===== src/rtl/encoder_pkg.sv =====
// Shared opcode/funct constants and types for the RV32I
// instruction encoder. The decoder imports the same constants.
package encoder_pkg;

  typedef enum logic [2:0] {
    OP_LW  = 3'd0,
    OP_SW  = 3'd1,
    OP_ADD = 3'd2,
    OP_SUB = 3'd3,
    OP_AND = 3'd4,
    OP_OR  = 3'd5
  } enc_op_t;

  typedef enum logic [1:0] {
    ST_IDLE,
    ST_WRITE,
    ST_FULL
  } enc_state_t;

  localparam logic [6:0] OP_LOAD  = 7'b0000011;
  localparam logic [6:0] OP_STORE = 7'b0100011;
  localparam logic [6:0] OP_RTYPE = 7'b0110011;

  localparam logic [2:0] F3_ADD_SUB = 3'b000;
  localparam logic [2:0] F3_AND     = 3'b111;
  localparam logic [2:0] F3_OR      = 3'b110;
  localparam logic [2:0] F3_LW_SW   = 3'b010;

  localparam logic [6:0] F7_BASE = 7'b0000000;
  localparam logic [6:0] F7_SUB  = 7'b0100000;

endpackage


===== src/rtl/instr_pack.sv =====
// Combinational packer: abstract op + fields -> RV32I word.
// Codes outside enc_op_t flag illegal and produce a zero word.
module instr_pack
  import encoder_pkg::*;
(
  input  enc_op_t     op_i,
  input  logic [4:0]  rd_i,
  input  logic [4:0]  rs1_i,
  input  logic [4:0]  rs2_i,
  input  logic [11:0] imm_i,
  output logic [31:0] word_o,
  output logic        illegal_o
);

  always_comb begin
    word_o    = '0;
    illegal_o = 1'b0;
    case (op_i)
      OP_LW: word_o = {imm_i, rs1_i, F3_LW_SW,
                       rd_i, OP_LOAD};
      OP_SW: word_o = {imm_i[11:5], rs2_i, rs1_i,
                       F3_LW_SW, imm_i[4:0], OP_STORE};
      OP_ADD: word_o = {F7_BASE, rs2_i, rs1_i,
                        F3_ADD_SUB, rd_i, OP_RTYPE};
      OP_SUB: word_o = {F7_SUB, rs2_i, rs1_i,
                        F3_ADD_SUB, rd_i, OP_RTYPE};
      OP_AND: word_o = {F7_BASE, rs2_i, rs1_i,
                        F3_AND, rd_i, OP_RTYPE};
      OP_OR: word_o = {F7_BASE, rs2_i, rs1_i,
                       F3_OR, rd_i, OP_RTYPE};
      default: illegal_o = 1'b1;
    endcase
  end

endmodule


===== src/rtl/instr_encoder.sv =====
// Program loader: encodes requests and writes them sequentially
// into instruction memory over a held-write/ack port.
module instr_encoder
  import encoder_pkg::*;
#(
  parameter logic [31:0] BASE_ADDR = 32'h0000_0000,
  parameter int          DEPTH     = 64,
  localparam int         CW        = $clog2(DEPTH + 1)
) (
  input  logic          clk,
  input  logic          rst_n,
  input  logic          clear,
  input  logic          req_valid,
  output logic          req_ready,
  input  enc_op_t       req_op,
  input  logic [4:0]    req_rd,
  input  logic [4:0]    req_rs1,
  input  logic [4:0]    req_rs2,
  input  logic [11:0]   req_imm,
  output logic          imem_we,
  output logic [31:0]   imem_addr,
  output logic [31:0]   imem_wdata,
  input  logic          imem_ack,
  output logic [CW-1:0] count,
  output logic          full,
  output logic          err
);

  enc_state_t  state_q;
  logic [31:0] addr_q;
  logic [31:0] wdata_q;
  logic [CW-1:0] count_q;
  logic [CW-1:0] count_d;
  logic        err_q;
  logic [31:0] word;
  logic        illegal;

  instr_pack u_pack (
    .op_i      (req_op),
    .rd_i      (req_rd),
    .rs1_i     (req_rs1),
    .rs2_i     (req_rs2),
    .imm_i     (req_imm),
    .word_o    (word),
    .illegal_o (illegal)
  );

  assign count_d = count_q + CW'(1);

  // clear outranks everything but reset, so an ack
  // coinciding with clear is dropped
  always_ff @(posedge clk or negedge rst_n) begin
    if (!rst_n) begin
      state_q <= ST_IDLE;
      addr_q  <= BASE_ADDR;
      wdata_q <= '0;
      count_q <= '0;
      err_q   <= 1'b0;
    end else if (clear) begin
      state_q <= ST_IDLE;
      addr_q  <= BASE_ADDR;
      count_q <= '0;
      err_q   <= 1'b0;
    end else begin
      case (state_q)
        ST_IDLE: begin
          if (req_valid) begin
            if (illegal) begin
              err_q <= 1'b1;
            end else begin
              wdata_q <= word;
              state_q <= ST_WRITE;
            end
          end
        end
        ST_WRITE: begin
          if (imem_ack) begin
            count_q <= count_d;
            addr_q  <= addr_q + 32'd4;
            state_q <= (count_d == CW'(DEPTH))
                       ? ST_FULL : ST_IDLE;
          end
        end
        default: state_q <= ST_FULL;
      endcase
    end
  end

  assign req_ready  = (state_q == ST_IDLE);
  assign imem_we    = (state_q == ST_WRITE);
  assign full       = (state_q == ST_FULL);
  assign imem_addr  = addr_q;
  assign imem_wdata = wdata_q;
  assign count      = count_q;
  assign err        = err_q;

endmodule


===== config.mk =====
export PLATFORM = sky130hd
export DESIGN_NAME = instr_encoder
export DESIGN_NICKNAME = d
export VERILOG_FILES = /design/src/rtl/encoder_pkg.sv /design/src/rtl/instr_pack.sv /design/src/rtl/instr_encoder.sv
export SDC_FILE = /design/constraint.sdc
export NUM_CORES = 1
export LEC_CHECK = 0
export BUFFER_PORTS_ARGS = -buffer_cell sky130_fd_sc_hd__clkbuf_2
export CAP_MARGIN = 20
export CELL_PAD_IN_SITES_DETAIL_PLACEMENT = 0
export CELL_PAD_IN_SITES_GLOBAL_PLACEMENT = 1
export CORE_ASPECT_RATIO = 1.75
export CORE_MARGIN = 5
export CORE_UTILIZATION = 30
export DETAILED_ROUTE_END_ITERATION = 7
export GPL_TIMING_DRIVEN = 0
export HOLD_SLACK_MARGIN = 0.02
export PLACE_DENSITY_LB_ADDON = 0.1
export SETUP_SLACK_MARGIN = 0.15
export SLEW_MARGIN = 20
export SYNTH_ARGS = -nofsm -noshare
export SYNTH_HDL_FRONTEND = slang
export SYNTH_SLANG_ARGS = --single-unit
export TNS_END_PERCENT = 50

===== constraint.sdc =====
create_clock -name clk -period 2.5 [get_ports clk]
set_input_delay 0.125 -clock clk [delete_from_list [all_inputs] [get_ports clk]]
set_output_delay 0.125 -clock clk [all_outputs]
set_load 0.01 [all_outputs]

Word-level counts from Yosys, hierarchy flattened
Cells that the tools add are included.
Word-level totals
  output and inout port bits: 75
  word-level logic and storage cells: 48
  register bits: 74
Cells by class
  add/subtract/negate cells: 2
  reductions and logical operators: 11
  equality and inequality tests: 12
  multiplexer cells: 17
  bitwise operators: 1
Operator list (number)
  one-hot mux 32 bit (6 select lines): 1
  two-way mux 32 bit: 3
  adder 32 x 3 -> 32 bit, second input constant: 1
  two-way mux 7 bit: 3
  two-way mux 2 bit: 5
  nonzero test 2 bit: 4
  adder 7 x 1 -> 7 bit, second input constant: 1
  == test 7 bit, second input constant: 1
  == test 3 x 2 -> 1 bit, second input constant: 2
  == test 3 bit, second input constant: 2
  != test 3 bit, second input constant: 2
  AND reduction 3 bit: 2
  OR reduction 6 bit: 1
  two-way mux 1 bit: 4
  one-hot mux 2 bit (2 select lines): 1
  AND reduction 4 bit: 1
  == test 3 x 1 -> 1 bit, second input constant: 1
  logical NOT 3 bit: 1
  != test 3 x 2 -> 1 bit, second input constant: 1
  == test 2 x 1 -> 1 bit, second input constant: 1
  == test 2 bit, second input constant: 1
  logical NOT 2 bit: 1
  != test 2 x 1 -> 1 bit, second input constant: 1
  AND reduction 2 bit: 1
  inverter 1 bit: 1

Depth between registers and ports, before layout
Gate-level depths: netlist of run 1.
  depth in word-level cells: 6
  gate-level depth with buffers: 6
  depth with buffers taken out: 5

Hierarchy
A second synthesis of run 1 with hierarchy kept.
Unflattened totals
  cell total of the unflattened synthesis: 352
  area, all modules: 3744.8 µm²
By module, submodules not included
  instr_encoder: area an instance 3326.9 µm², cells an instance 297, sequential area each 1801.7 µm², instances 1
  instr_pack: area an instance 417.9 µm², cells an instance 55, sequential area each 0.0 µm², instances 1

Worst setup path before layout of run 1
Ideal clock, no wire load.
  path kind: register -> register
  start point: register addr_q[10], in the netlist imem_addr[10]
  end point: register addr_q[31], in the netlist imem_addr[31]
  data arrival time: 1.886 ns
  cell stages (with the launch flop): 6
  setup slack: 0.487 ns
  period minus slack after synthesis: 2.013 ns
  buffers on the path: 1
  data required time: 2.372 ns
  cells stage by stage: dfrtp_1 > nand4_2 > or4_1 > buf_2 > nor4_1 > mux2_1
On the way
  cells in the longest elaborated chain, start to end: 4
RTL lines
  start: declaration: RTL line instr_encoder.sv:30  | logic [31:0] addr_q;
  start signal: assignment: RTL line instr_encoder.sv:79  | addr_q <= addr_q + 32'd4;
  adder 32 x 3 -> 32 bit: RTL line instr_encoder.sv:79
  two-way mux 32 bit: RTL line instr_encoder.sv:77  | if (imem_ack) begin
  two-way mux 32 bit: RTL line instr_encoder.sv:65  | case (state_q)
  two-way mux 32 bit: RTL line instr_encoder.sv:59  | end else if (clear) begin
Every way passes these cells. The select of a mux whose other input is x is not followed.
A chain may end at the register's enable or synchronous reset.

Worst setup path in the final report of run 1
  start point: register state_q[1]
  end point: register addr_q[29], in the netlist imem_addr[29]
On the way
  cells in the longest elaborated chain, start to end: 3
RTL lines
  start: declaration: RTL line instr_encoder.sv:29  | enc_state_t state_q;
  start signal: assignment: RTL line instr_encoder.sv:80  | state_q <= (count_d == CW'(DEPTH))
  == test 2 x 1 -> 1 bit: RTL line instr_encoder.sv:65
  nonzero test 2 bit (no line)
  AND reduction 2 bit (no line)
Every way passes these cells.

==> metrics.md, run 1 <==
| Metric | Value |
|---|---|
| Outcome | `finished clean` |
| Minimum clock period | `2180 ps` |
| Initial antenna violation count | `0` |
| Final hold vios | `0` |
| Cts bufs inserted | `9` |
| Data required, critical path | `2720 ps` |
| Clock root buffer | `clkbuf_16` |
| Relative max-transition margin | `62.8%` |
| Post-layout nets | `539` |
| CTS H-tree depth | `3` |
| Die H | `152 microns` |
| Number of flops mapped to enable cells by yosys | `0` |
| Commonest cells post-synth | `dfrtp_1 (68), nand2_1 (50), nor2_1 (38)` |
| Worst Reg-to-Reg Cells | `5` |
| Crit Path Max Fanout | `9` |
| Synth top area share | `49.3%` |
| Clk sink count | `68` |
| Max capacitance violation total | `0` |
| Pre-CTS setup slack | `208 ps` |
| Sequential area share after synthesis | `slightly below 50%` |
| Core Rows | `51` |
| Final HPWL DP | `7810 microns` |
| I/O pin total | `110` |
| Share of cells above drive strength 1 | `27.3%` |
| CTS tree | `done` |
| Mapped Cells | `approximately 370` |
| Arrival @ worst endpoint | `2400 ps` |
| Crit path capture type | `flip-flop` |
| Initial DRC count | `88` |
| Achievable Freq | `0.458 GHz` |
| Avg Cell Area, Syn | `9.30 sq um` |
| Layout Cells excl Fill | `around 640` |
| Hold path depth | `2` |
| RD Place Congestion | `between 0.7 and 0.8` |
| Post-synth top flop | `dfrtp_1` |
| Postcts setup bufs | `0` |
| Worst Max-Slew Pin Slew | `557 ps` |
| Routed vias | `approximately 3.2k` |
| Overall Global Routing Usage | `15.4%` |
| Yosys top cell by area | `dfrtp_1` |
| Max VDD drop | `0.364 mV` |
| Worst-path clk slew | `roughly 60 ps` |
| Post-route cell area | `about 4600 sq um` |
| Share of flip-flops with an asynchronous set or reset | `100%` |
| Clk Latency, worst-skew pair | `330 ps` |
| Vias in the first global route | `3373` |
| WS Path Type | `flip-flop to flip-flop` |
| Die area | `between 10000 and 15000 sq um` |
| CTS max path bufs | `2` |
| Slew Viols, Final | `0` |
| Detailed Route WL | `between 10000 and 15000 microns` |
| Tcrit/Tclk final | `~87%` |
| Setup TNS | `0 ps` |
| Number of remaining DRC errors | `0` |
| Global-route wire length before repair | `~17000 microns` |
| Critical Path Source Type | `flip-flop` |
| Core box area | `11200 sq um` |
| Final WS setup | `318 ps` |
| Post-synth cell types | `43` |
| Port Buffers | `102` |
| Area grow syn2layout | `33.2%` |
| Drt first pass iters | `4` |
| Yosys synthesis warning count | `0` |
| Hold Crit Class | `primary input to flip-flop` |
| Antenna Nets Post-Route | `0` |
| Worst-path cell chain | `nand3b_4 > or4_1 > buf_2 > nor4_2 > mux2_1` |
| Number of synthesized register bits | `68` |
| DR WL/cell | `16.1 microns` |
| Starting Density | `30.7%` |
| Largest net degree at the start of global routing | `46` |
| PwrDens | `626 nW/um^2` |
| Placed cell count | `between 600 and 700` |
| Top-count cell post-synth | `dfrtp_1` |
| CP peak stage delay | `530 ps` |
| Final Power | `2880 uW` |
| RSZ-0062 raised after global routing | `no` |
| Cell Area, Synth | `3450 sq um` |
| Ant. Diodes | `0` |
| Post-DP Area | `4170 sq um` |
| DR vias/cell | `5.01` |
| Skew final | `5.85 ps` |
| Gr ovfl total | `0` |
| Worst path slowest cell | `or4_1` |
| Top post-synthesis cells by area | `dfrtp_1 (49%), nand2_1 (5.4%), nor2_1 (4.1%)` |
| Pleak | `0.00219 uW` |
| DIE WIDTH | `~91 microns` |
| # setup viols final | `0` |
## through the flow
stage | hold WS, ps | utilization (%)
floorplan | -171 | -
global placement | 352 | 36.9
detailed placement | 99.5 | 37.1
CTS | 44.6 | 40.9
global route | 54.6 | 40.9
finish | 57.1 | 40.9
## worst max-delay path, delay by kind of cell, from the launching register on
kind                   cells  cell delay (ps)
buffers and inverters      1              200
multiplexers               1              350
AND/OR/NAND/NOR            3             1070
flip-flops                 1              440
## what timing repair did
item | CTS | global route
gates resized for setup | 0 | 0
hold buffers | 12 | 0
endpoints found under the hold margin | 34 | 0
## registers in the layout, indices dropped and copies added, names as in the netlist
signal,cells
count,7
state_q,2
imem_addr,30
imem_wdata,28
err,1
## where the power goes
part / internal [uW] / switching [uW]
Sequential: 1180 / 48.7
Clock: 797 / 489
Combinational: 152 / 208
Total: 2130 / 746
## cell usage in the layout (no fill, tap or decap), types with 6 or more instances in the layout
cell           instances
a21oi_1               13
a31oi_1               10
and3_1                 6
buf_4                  6
clkbuf_1              16
clkbuf_16              9
clkbuf_2             101
dfrtp_1               68
dlygate4sd3_1         12
inv_1                 11
mux2_1                10
nand2_1               50
nand3_1               12
nand4_1                9
nor2_1                38
nor2b_1               10
nor3_1                 8
o21ai_0               23
o21ai_1                6
o31ai_1                6
or3_1                  8
or4_1                  6
xnor2_1                7
xor2_1                10
## routing by layer
| metal | routed length, microns | GRT usage, % | up-vias |
|---|---|---|---|
| met2 | 5470 | 27.6 | 95 |
| li1 | - | - | 1553 |
| met5 | 0 | 0 | - |
| met3 | 648 | 4.45 | 17 |
| met1 | 3880 | 16.4 | 1534 |
| met4 | 242 | 6.71 | 0 |
## final timing paths
path	start	endpoint	slack, ps
setup / recovery	state_q[1]	imem_addr[29]	320
hold / removal	imem_ack	state_q[0]	60
setup reg to reg	state_q[1]	imem_addr[29]	320
hold reg to reg	imem_wdata[31]	imem_wdata[31]	480
max in group asynchronous	rst_n	imem_wdata[22]	1660
min in group asynchronous	rst_n	imem_addr[29]	270
## area by class of cell
type,count,area [sq um]
buffer,25,119
clock buffer,10,239
clock inverter,6,63.8
fill,1165,6640
inverter,11,41.3
multi-input combinational,271,1600
sequential,68,1700
tap,132,165
timing repair buffer,115,661
## cell families after synthesis
kind of cell | after synthesis | synth area share, %
buffers and inverters | 36 | 4.64
AOI/OAI and AO/OA | 64 | 10.7
muxes | 16 | 5.19
and+or+nand+nor | 166 | 24.6
xor gates and xnor gates | 17 | 4.32
other | 1 | 0.109
adders and majority gates | 3 | 1.09
DFF | 68 | 49.3
(Power assumes the default switching activity.)
==> run 2: changes to the inputs <==
--- a/config.mk
+++ b/config.mk
@@ -10,14 +10,14 @@
 export CELL_PAD_IN_SITES_DETAIL_PLACEMENT = 0
 export CELL_PAD_IN_SITES_GLOBAL_PLACEMENT = 1
 export CORE_ASPECT_RATIO = 1.75
-export CORE_MARGIN = 5
+export CORE_MARGIN = 2
 export CORE_UTILIZATION = 30
 export DETAILED_ROUTE_END_ITERATION = 7
 export GPL_TIMING_DRIVEN = 0
 export HOLD_SLACK_MARGIN = 0.02
 export PLACE_DENSITY_LB_ADDON = 0.1
 export SETUP_SLACK_MARGIN = 0.15
-export SLEW_MARGIN = 20
+export SLEW_MARGIN = 15
 export SYNTH_ARGS = -nofsm -noshare
 export SYNTH_HDL_FRONTEND = slang
 export SYNTH_SLANG_ARGS = --single-unit
==> constraint.sdc (replaced) <==
create_clock -name clk -period 2.5 [get_ports clk]
set_input_delay 0.25 -clock clk [delete_from_list [all_inputs] [get_ports clk]]
set_output_delay 0.25 -clock clk [all_outputs]
set_load 0.01 [all_outputs]
==> run 2 against run 1 <==
Compared with the run above:
- register-to-register slack worse by 30 ps
- critical endpoint is now imem_addr[31]
- first-iteration DRC count up 50%
- wire length down 1.7%
- global-route usage grew 1.4 points
- via count shrank 1.9%
- non-clock buffer count is 11 lower
==> metrics.md, run 2 (synthesis gave the netlist of run 1 again) <==
| Metric | Value |
|---|---|
| Detailed Route WL | `10100 microns` |
| Hold Crit Class | `primary input to flip-flop` |
| Gr ovfl total | `0` |
| Core Rows | `51` |
| RD Place Congestion | `0.780` |
| Initial DRC count | `~130` |
| DR vias/cell | `around 5` |
| Max capacitance violation total | `0` |
| PwrDens | `about 610 nW/um^2` |
| Outcome | `finished clean` |
| Clock Power Share | `~42%` |
| Core Util, Final | `39.9%` |
| Setup TNS | `0 ps` |
| Slew Viols, Final | `0` |
| Clock root buffer | `clkbuf_16` |
| Core box area | `11200 sq um` |
| Clk Latency, worst-skew pair | `~320 ps` |
| Pleak | `0.00213 uW` |
| Internal Power | `slightly above 2000 uW` |
| Share of cells above drive strength 1 | `about 28%` |
| Max FFs per register | `30` |
| Skew final | `~4.6 ps` |
| Initial antenna violation count | `0` |
| Logic pwr share | `about 13%` |
| CTS max path bufs | `2` |
| I/O pin total | `110` |
| CTS H-tree depth | `3` |
| Critical Path Source Type | `flip-flop` |
| Antenna Nets Post-Route | `0` |
| Ant. Diodes | `0` |
| Final hold vios | `0` |
| Reg power frac | `44.9%` |
| WS Path Type | `flip-flop to flip-flop` |
| Clk sink count | `roughly 70` |
| DR WL/cell | `~16 microns` |
| Most frequent cells in the layout | `clkbuf_2 (101), dfrtp_1 (68), nand2_1 (50)` |
| Vias in the first global route | `between 3k and 4k` |
| Final HPWL DP | `7580 microns` |
| Post-layout nets | `528` |
| Placed cell count | `just over 600` |
| Data required, critical path | `roughly 2700 ps` |
| Max VDD drop | `0.332 mV` |
| Achievable Freq | `0.453 GHz` |
| Switching part of the total | `26.3%` |
| Routed vias | `3138` |
| Die H | `146 microns` |
| Tcrit/Tclk final | `88.3%` |
| Postcts setup bufs | `0` |
| Minimum clock period | `2210 ps` |
| Worst Max-Slew Pin Slew | `645 ps` |
| Area grow syn2layout | `29.2%` |
| Number of remaining DRC errors | `0` |
| Relative max-transition margin | `56.8%` |
| Arrival @ worst endpoint | `2410 ps` |
| Global-route wire length before repair | `16600 microns` |
| Worst-path clk slew | `roughly 60 ps` |
| Port Buffers | `around 100` |
| RSZ-0062 raised after global routing | `no` |
| CTS tree | `done` |
| Most common cell after layout, fill and taps aside | `clkbuf_2` |
| Crit Path Max Fanout | `10` |
| Drt first pass iters | `4` |
| Fill cells | `about 1.2k` |
| Sw power | `720 uW` |
| Layout Cells excl Fill | `627` |
| Cts bufs inserted | `9` |
| Overall Global Routing Usage | `between 15 and 20%` |
| Largest net degree at the start of global routing | `49` |
| Die area | `12400 sq um` |
| Starting Density | `roughly 31%` |
| DIE WIDTH | `roughly 85 microns` |
| Crit path capture type | `flip-flop` |
| # setup viols final | `0` |
## run 2: power by group through the flow
stage	combinational, uW	clock [uW]	sequential [uW]
final	348	1160	1230
after floorplan	131	0	1280
after CTS	360	1200	1230
after global placement	349	0	1240
after global routing	395	1260	1240
after detailed placement	359	0	1250
## run 2: worst max-delay path, cell delays in order, from the launching register on
cell and delay, ps:
dfrtp_1 480, nand4_2 180, or4_1 540, buf_2 190, nor4_2 330, mux2_1 360
## run 2: timing repair
item / in CTS / in global routing
endpoints found under the setup margin: 0 / 1
hold endpoints to repair: 20 / 0
hold buffers: 1 / 0
resized for setup: 0 / 1
## run 2: worst paths after layout
| kind | slack (ps) | end | startpoint | cells after the start |
|---|---|---|---|---|
| max in group asynchronous | 1560 | imem_wdata[4] | rst_n | 3 |
| setup / recovery | 290 | imem_addr[31] | imem_addr[10] | 5 |
| hold / removal | 150 | imem_wdata[26] | req_imm[6] | 3 |
| hold reg to reg | 480 | imem_wdata[4] | imem_wdata[4] | 2 |
| min in group asynchronous | 380 | imem_addr[19] | rst_n | 2 |
| setup reg to reg | 290 | imem_addr[31] | imem_addr[10] | 5 |
## run 2: stage by stage
stage                     power (uW)  setup WS (ps)  cell area [sq um]  hold WS, ps
after floorplan                 1410            487               3460        -45.6
after global placement          1590           99.7               4140          464
after detailed placement        1610           57.2               4170          196
after CTS                       2790            191               4450          137
after global routing            2890            185               4460          151
final                           2730            292               4460          152
## run 2: metal layers
layer / part of all wire, % / wire, microns / track usage, %
met1: 37 / 3760 / 18.4
met2: 56 / 5610 / 30.7
met3: 5.2 / 524 / 3.80
met4: 1.7 / 167 / 6.35
met5: 0 / 0 / 0
## run 2: cell type report
class,instances,area [sq um],area share (%)
clock inverter,5,27.5,0.618
clock buffer,11,243,5.45
tap,132,165,3.71
sequential,68,1700,38.2
buffer,25,119,2.67
multi-input combinational,271,1610,36.1
timing repair buffer,104,551,12.4
inverter,11,41.3,0.926
==> run 3: changes to the inputs <==
--- a/config.mk
+++ b/config.mk
@@ -16,6 +16,7 @@
 export GPL_TIMING_DRIVEN = 0
 export HOLD_SLACK_MARGIN = 0.02
 export PLACE_DENSITY_LB_ADDON = 0.1
+export REMOVE_ABC_BUFFERS = 1
 export SETUP_SLACK_MARGIN = 0.15
 export SLEW_MARGIN = 15
 export SYNTH_ARGS = -nofsm -noshare
==> run 3 against run 2 <==
Compared with the run above:
- core utilization barely moved
- sequential share of layout area about the same
- combinational power fell by 5%
- maximum frequency shrank 2.7%
- clock power rose by 28%
- sequential power barely moved
- first-iteration DRC count fell by 20%
- count of clock-buffer cells in the layout fell by 1
- wire length is 9.7% lower
- critical path depth fell by 1
- critical endpoint is now imem_addr[29]
- largest cell class unchanged
==> metrics.md, run 3 (synthesis gave the netlist of run 1 again) <==
| Metric | Value |
|---|---|
| Outcome | `finished clean` |
| Crit path capture type | `flip-flop` |
| Slew Viols, Final | `0` |
| # setup viols final | `0` |
| Die area | `about 12000 sq um` |
| Area grow syn2layout | `29.1%` |
| Tcrit/Tclk final | `90.7%` |
| Cts bufs inserted | `9` |
| Clk sink count | `68` |
| Pleak | `between 0.002 and 0.0025 uW` |
| Worst-path clk slew | `60 ps` |
| CTS max path bufs | `2` |
| Data required, critical path | `2720 ps` |
| Worst path slowest cell | `or4_1` |
| Detailed Route WL | `roughly 9100 microns` |
| Arrival @ worst endpoint | `2490 ps` |
| Final HPWL DP | `6570 microns` |
| Starting Density | `30.9%` |
| PwrDens | `approximately 700 nW/um^2` |
| DIE WIDTH | `85.1 microns` |
| CTS tree | `done` |
| Core Util, Final | `approximately 40%` |
| Drt first pass iters | `4` |
| Hold Crit Class | `primary input to flip-flop` |
| Achievable Freq | `between 0.4 and 0.5 GHz` |
| Routed vias | `3005` |
| Ant. Diodes | `0` |
| CP peak stage delay | `760 ps` |
| Critical Path Source Type | `flip-flop` |
| RD Place Congestion | `0.740` |
| Crit Path Max Fanout | `9` |
| Minimum clock period | `~2300 ps` |
| Initial antenna violation count | `0` |
| Fill cells | `~1.2k` |
| Gr ovfl total | `0` |
| Port Buffers | `104` |
| Max VDD drop | `about 0.44 mV` |
| Postcts setup bufs | `0` |
| Skew final | `9.25 ps` |
| Worst Max-Slew Pin Slew | `1020 ps` |
| Largest net degree at the start of global routing | `56` |
| I/O pin total | `110` |
| Share of cells above drive strength 1 | `between 20 and 30%` |
| Clock root buffer | `clkbuf_16` |
| Final hold vios | `0` |
| Most frequent cells in the layout | `clkbuf_2 (102), dfrtp_1 (68), nand2_1 (50)` |
| DR WL/cell | `15.0 microns` |
| Vias in the first global route | `3010` |
| Post-layout nets | `507` |
| DR vias/cell | `4.96` |
| Max capacitance violation total | `0` |
| Worst-path cell chain | `nand3b_4 > or4_1 > nor4_2 > mux2_1` |
| CTS H-tree depth | `3` |
| Hold Slack | `about 140 ps` |
| Core Rows | `51` |
| Layout Cells excl Fill | `606` |
| Overall Global Routing Usage | `15.4%` |
| Die H | `approximately 150 microns` |
| Global-route wire length before repair | `15500 microns` |
| Placed cell count | `589` |
| Initial DRC count | `106` |
| Clk Latency, worst-skew pair | `330 ps` |
| Max FFs per register | `30` |
| Antenna Nets Post-Route | `0` |
| WS Path Type | `flip-flop to flip-flop` |
| Core box area | `roughly 11000 sq um` |
| RSZ-0062 raised after global routing | `yes` |
| Number of remaining DRC errors | `0` |
| Bufs and invs on worst path | `0` |
| Most common cell after layout, fill and taps aside | `clkbuf_2` |
| Top delay family on crit path | `simple AND/OR/NAND/NOR gates` |
| Relative max-transition margin | `31.7%` |
## run 3: path summary, 6_finish.rpt
kind                       depth (start not counted)  slack (ps)            from        endpoint
max                                                4         230      state_q[1]   imem_addr[29]
min                                                3         140      req_imm[9]  imem_wdata[29]
max reg2reg                                        4         230      state_q[1]   imem_addr[29]
min reg2reg                                        2         480  imem_wdata[28]  imem_wdata[28]
max in group asynchronous                          3        1460           rst_n  imem_wdata[14]
min in group asynchronous                          2         460           rst_n   imem_addr[21]
## run 3: per-layer routing
layer | GRT usage [%] | up-vias | share of wire [%]
li1 | - | 1478 | -
met3 | 4.54 | 9 | 6.2
met4 | 5.00 | 0 | 1.5
met2 | 26.7 | 82 | 52
met1 | 18.0 | 1436 | 40
met5 | 0 | - | 0
## run 3: tightest hold or removal path, stage by stage
cell and delay [ps]:
clkbuf_2 80, nand2_1 40, o21ai_0 60
## run 3: layout make-up
type / count / area, sq um / area share, %
tap: 132 / 165 / 3.71
timing repair buffer: 108 / 579 / 13.0
sequential: 68 / 1700 / 38.2
multi-input combinational: 271 / 1610 / 36.3
clock inverter: 6 / 111 / 2.50
clock buffer: 10 / 239 / 5.37
inverter: 11 / 41.3 / 0.927
## run 3: through the flow
stage	TNS [ps]	power [uW]	setup WS [ps]	cell area (sq um)
floorplan	-104	1390	-20.8	3350
global placement	-28330	1570	-1190	4030
detailed placement	-827	1580	-140	4080
CTS	0	3110	198	4450
global route	0	3200	117	4450
finish	0	3050	231	4450
## run 3: timing repair
item	in CTS	in global routing
endpoints found under the setup margin	1	8
gates resized for setup	1	2
hold buffers	1	0
endpoints found under the hold margin	32	0
## run 3: power by group
part | internal (uW) | total, uW | switching (uW)
registers | 1180 | 1230 | 47.0
logic | 135 | 331 | 196
clock network | 1000 | 1490 | 492
total | 2320 | 3050 | 734
